`config.mk`:
```
export PLATFORM = sky130hd
export DESIGN_NAME = cpu_run_controller
export DESIGN_NICKNAME = d
export VERILOG_FILES = /design/src/rtl/cpu_ctrl_pkg.sv /design/src/rtl/cpu_run_controller_edge.sv /design/src/rtl/cpu_run_controller.sv
export SDC_FILE = /design/constraint.sdc
export NUM_CORES = 1
export LEC_CHECK = 0
export ABC_AREA = 1
export CAP_MARGIN = 0
export CORE_MARGIN = 3
export CORE_UTILIZATION = 59
export CTS_CLUSTER_DIAMETER = 50
export DETAILED_ROUTE_END_ITERATION = 12
export PLACE_DENSITY = 0.85
export REMOVE_ABC_BUFFERS = 1
export SETUP_SLACK_MARGIN = 0.02
export SLEW_MARGIN = 5
export SYNTH_ARGS = -nofsm -noshare
export SYNTH_HDL_FRONTEND = slang
export SYNTH_SLANG_ARGS = --single-unit
```
`constraint.sdc`:
```
create_clock -name clk -period 3.47 [get_ports clk]
set_input_delay 0.8675 -clock clk [delete_from_list [all_inputs] [get_ports clk]]
set_output_delay 0.8675 -clock clk [all_outputs]
set_load 0.01 [all_outputs]
```
`src/rtl/cpu_ctrl_pkg.sv`:
```
// cpu_ctrl_pkg: shared mode encoding, counter width and speed-period helper for the CPU run controller
package cpu_ctrl_pkg;
  typedef enum logic [1:0] {
    PAUSED = 2'd0,
    RUN    = 2'd1,
    STEP   = 2'd2,
    HALTED = 2'd3
  } mode_t;
  localparam int CYCLE_COUNT_W = 16;
  // Cycles between enable ticks: 1 at speed 0, else base * 4^(k-1).
  function automatic logic [31:0] speed_period(input logic [31:0] base, input logic [31:0] k);
    return (k == 32'd0) ? 32'd1 : base << (2 * (k - 32'd1));
  endfunction
endpackage

```
`src/rtl/cpu_run_controller_edge.sv`:
```
// rising_edge_detector: one-cycle pulse in the cycle a debounced level first reads high
//   clk, rst : clock and synchronous active-high reset
//   in       : debounced level
//   pulse    : in high while the previous-cycle sample was low
module rising_edge_detector (
  input  logic clk,
  input  logic rst,
  input  logic in,
  output logic pulse
);
  logic prev;
  // History follows the level even during reset, so a button held across
  // reset deassertion is treated as already pressed and yields no edge.
  always_ff @(posedge clk)
    prev <= in;
  assign pulse = in && !prev && !rst;
endmodule

```
`src/rtl/cpu_run_controller.sv`:
```
// cpu_run_controller: sequences CPU clock-enable with free-run speeds, single-step, pause and sticky halt
//   clk, rst                  : clock, synchronous active-high reset
//   btnRun, btnStep, btnSpeed : debounced button levels (rising edges act)
//   haltFlag                  : CPU halt indication
//   cpuEnable                 : CPU advances one cycle on each clk edge where high
//   mode                      : current mode_t state
//   speedIdx                  : current speed setting
//   cycleCount                : count of enabled cycles, wraps
module cpu_run_controller
  import cpu_ctrl_pkg::*;
#(
  parameter int unsigned PRESCALE_BASE = 25000,
  parameter int unsigned NUM_SPEEDS    = 4,
  parameter bit          START_RUNNING = 1'b1
) (
  input  logic                          clk,
  input  logic                          rst,
  input  logic                          btnRun,
  input  logic                          btnStep,
  input  logic                          btnSpeed,
  input  logic                          haltFlag,
  output logic                          cpuEnable,
  output logic [1:0]                    mode,
  output logic [$clog2(NUM_SPEEDS)-1:0] speedIdx,
  output logic [CYCLE_COUNT_W-1:0]      cycleCount
);
  localparam int SW = $clog2(NUM_SPEEDS);
  localparam mode_t RESET_MODE = START_RUNNING ? RUN : PAUSED;
  mode_t state, state_n;
  logic [31:0] presc;
  logic [SW-1:0] speed_n;
  logic run_edge, step_edge, speed_edge, tick;
  rising_edge_detector u_run   (.clk(clk), .rst(rst), .in(btnRun),   .pulse(run_edge));
  rising_edge_detector u_step  (.clk(clk), .rst(rst), .in(btnStep),  .pulse(step_edge));
  rising_edge_detector u_speed (.clk(clk), .rst(rst), .in(btnSpeed), .pulse(speed_edge));
  assign tick = presc == 32'd0;
  // The reset cycle itself must not advance the CPU, even mid-RUN or mid-STEP.
  assign cpuEnable = !rst && !haltFlag && ((state == RUN && tick) || state == STEP);
  assign mode = state;
  assign speed_n = (speedIdx == SW'(NUM_SPEEDS - 1)) ? '0 : speedIdx + 1'b1;
  always_comb begin
    state_n = state;
    case (state)
      PAUSED:  state_n = haltFlag ? HALTED : run_edge ? RUN : step_edge ? STEP : PAUSED;
      RUN:     state_n = haltFlag ? HALTED : run_edge ? PAUSED : RUN;
      STEP:    state_n = haltFlag ? HALTED : PAUSED;
      default: state_n = HALTED;
    endcase
  end
  always_ff @(posedge clk) begin
    if (rst) begin
      state      <= RESET_MODE;
      speedIdx   <= '0;
      presc      <= '0;
      cycleCount <= '0;
    end else begin
      state      <= state_n;
      cycleCount <= cycleCount + CYCLE_COUNT_W'(cpuEnable);
      if (speed_edge)
        speedIdx <= speed_n;
      // Clearing the prescaler makes the first pulse land in the first cycle at the new setting.
      if (speed_edge || (state == PAUSED && state_n == RUN))
        presc <= '0;
      else if (state == RUN)
        presc <= tick ? speed_period(32'(PRESCALE_BASE), 32'(speedIdx)) - 32'd1 : presc - 32'd1;
    end
  end
endmodule

```
==> reports/qor.txt <==
H-tree depth: 2
register area share after synthesis: 32.4%
area of the multi-input gates: 1910 um^2
Routed wire per std cell: 12.7 um
drt drc: 0
reg-to-reg slack, setup: 490 ps
clk root buf: clkbuf_8
row count: 27
initial DRC count: 271
Crit Path Max Fanout: 2
crit path kind: primary input to primary output
cts repair resizes: 0
RSZ-0062 raised after global routing: no
critical-path cell list: clkdlybuf4s50_1 -> nor2_1 -> a21boi_0 -> clkdlybuf4s50_1
Post-Syn Area: 3400 um^2
post-detail-place hpwl: 5.96 mm
Via density: 5.25
Critical Path End Type: primary output
relative slew slack: 51.1%
Setup TNS: 0 ps
Hold Vio Cnt, Final: 0
CP max stage cell: clkdlybuf4s50_1
grt ovf: 0
number of fill cells: 497
Required @ worst endpoint: 2600 ps
fmax: 0.311 GHz
max cap viols: 0
initial antenna violation count: 0
total power: 1.80 mW
final WL: 8.01 mm
All-Layer GR Usage: 25.3%
Worst Path Arrival: 2350 ps
syn_area_per_cell: 6.44 um^2
Core Box Area: 5540 um^2
LEAKAGE: 1.87 nW
# IOs: 27
clock latency on the worst-skew pair: 310 ps
status: finished clean
Final Worst Setup Slack: 255 ps
post-CTS setup buffers: 0
Worst Skew: 6.76 ps
post-synthesis cell type count: 36
Cells after Synth: 528
Final ANT Viol Nets: 0
first-pass GRT wire length: 13.5 mm
die width: 81.9 um
die height: 81.9 um
TritonCTS Sinks: 55
Pre-antenna DRT Iters: 5
min cycle time layout: 3210 ps
clk buf depth: 2
cell mode on critical path: clkdlybuf4s50_1
Ys Warns: 0
CTS tree: done
Max rail drop VDD: 257 uV
count of buffers from port buffering: 26
ant diodes: 0
full die area: 6710 um^2
CTS buffer count: 5
Top delay family on crit path: buffers and inverters
layout cells sized above 1: 10.5%
Slew Limit Fails: 0
gpl congestion: 0.966
PwrDens: 468 nW/um^2
Reg clk slew, reported paths: 110 ps
largest net degree at the start of global routing: 26
worst slew pin tran: 730 ps
Final Core Density: 69.4%
flops & latches, synth: 55
vias in the first global route: 2,991
Reg area: 1100 um^2
Setup violations, final: 0
crit path launch type: primary input
Worst Hold Class: flip-flop to flip-flop
Area Overhead vs Synth: 13.2%
Initial Util: 61.4%
Worst path max stage delay: 590 ps
CTS Hold Buffers Added: 0
via count: 3,321
worst slack, placed: -106 ps
period utilization: 92.6%
WP buf/inv: 2
nets: 574
-- synth_stat cells --
| master | instances | area, um^2 |
|---|---|---|
| nand2_1 | 102 | 383 |
| inv_1 | 86 | 323 |
| nor2_1 | 84 | 315 |
| dfxtp_1 | 55 | 1100 |
| a21oi_1 | 35 | 175 |
| nand3_1 | 33 | 165 |
| o21ai_0 | 29 | 145 |
| nor3_1 | 16 | 80.1 |
| nor2_2 | 13 | 81.3 |
| nand2_2 | 10 | 62.6 |
| ha_1 | 9 | 113 |
| clkbuf_1 | 8 | 30.0 |
| nand4_1 | 6 | 37.5 |
| xor2_1 | 6 | 52.6 |
| nand2_4 | 5 | 56.3 |
| nor2_4 | 4 | 45.0 |
| a31oi_1 | 2 | 12.5 |
| clkinv_1 | 2 | 7.51 |
| nand3_2 | 2 | 20.0 |
| nand3_4 | 2 | 35.0 |
| o211ai_1 | 2 | 15.0 |
| o21ai_1 | 2 | 10.0 |
| or2_2 | 2 | 12.5 |
| a21boi_0 | 1 | 7.51 |
| a21oi_2 | 1 | 8.76 |
| a21oi_4 | 1 | 16.3 |
| and2_1 | 1 | 6.26 |
| and3_1 | 1 | 6.26 |
| buf_12 | 1 | 20.0 |
| clkinv_2 | 1 | 5.00 |
| inv_2 | 1 | 3.75 |
| inv_4 | 1 | 6.26 |
| nand3b_1 | 1 | 7.51 |
| nor2_8 | 1 | 20.0 |
| nor4_1 | 1 | 6.26 |
| o21a_1 | 1 | 7.51 |
-- final cells by class --
| cell class | instances | share of cell area (%) |
|---|---|---|
| Timing Repair Buffer | 33 | 8.13 |
| Sequential cell | 55 | 28.6 |
| Clock buffer | 6 | 1.89 |
| Inverter | 91 | 8.98 |
| Clock inverter | 2 | 0.423 |
| Tap cell | 72 | 2.34 |
| Multi-Input combinational cell | 373 | 49.6 |
-- placed cells by master (no fill, tap or decap), types with 2 or more instances in the layout --
| cell type | n |
|---|---|
| clkbuf_8 | 5 |
| a31oi_1 | 2 |
| nand2_4 | 5 |
| or2_2 | 2 |
| clkdlybuf4s50_1 | 26 |
| dfxtp_1 | 55 |
| nor3_1 | 16 |
| clkinv_1 | 2 |
| o21ai_1 | 2 |
| nand2_1 | 102 |
| nand2_2 | 10 |
| a21oi_1 | 35 |
| nand3_4 | 2 |
| ha_1 | 9 |
| inv_1 | 86 |
| buf_4 | 7 |
| nand3_2 | 2 |
| nand3_1 | 33 |
| nor2_1 | 84 |
| xor2_1 | 6 |
| nand4_1 | 6 |
| nor2_4 | 4 |
| o211ai_1 | 2 |
| o21ai_0 | 29 |
| nor2_2 | 13 |
-- flip-flops by register name, indices dropped and copies added (netlist names) --
name,flops
cycleCount,16
mode,2
presc,32
speedIdx,2
u_run.prev,1
u_speed.prev,1
u_step.prev,1
-- tightest hold or removal path: stages (launching register included) --
cell	delay, ps
dfxtp_1	330
o211ai_1	80
inv_1	40
-- metrics by stage --
step / hold WS (ps) / cell area [um^2] / std cells
5_1_grt: 520 / 3850 / 632
4_1_cts: 485 / 3840 / 632
2_1_floorplan: 448 / 3350 / 519
3_5_place_dp: 471 / 3750 / 624
3_3_place_gp: 464 / 3750 / 624
6_report: 485 / 3850 / 632
-- where the power goes --
group          internal [mW]  switching (mW)
Sequential             0.675          0.0394
Clock                  0.146           0.220
Combinational          0.233           0.486
-- cells by family after synthesis --
group           after synthesis  synth area share (%)
simple gates                284                  39.4
buf+inv                     100                  11.6
compound gates               74                  11.7
flops                        55                  32.4
fa+ha+maj                     9                  3.31
xor+xnor                      6                  1.55
-- final timing paths --
| check | start | to | cells past startpoint |
|---|---|---|---|
| setup / recovery | rst | cpuEnable | 4 |
| hold / removal | presc[31] | presc[31] | 2 |
| setup reg to reg | presc[8] | cycleCount[14] | 17 |
| hold reg to reg | presc[31] | presc[31] | 2 |
-- layer usage --
metal | up-vias | GRT usage (%) | part of all wire (%)
met1 | 1486 | 33.7 | 45
met2 | 111 | 42.4 | 47
li1 | 1712 | - | -
met3 | 12 | 3.51 | 6.3
met5 | - | 0 | 0
met4 | 0 | 7.64 | 1.6
No activity file was read; power rests on OpenSTA's default activity.
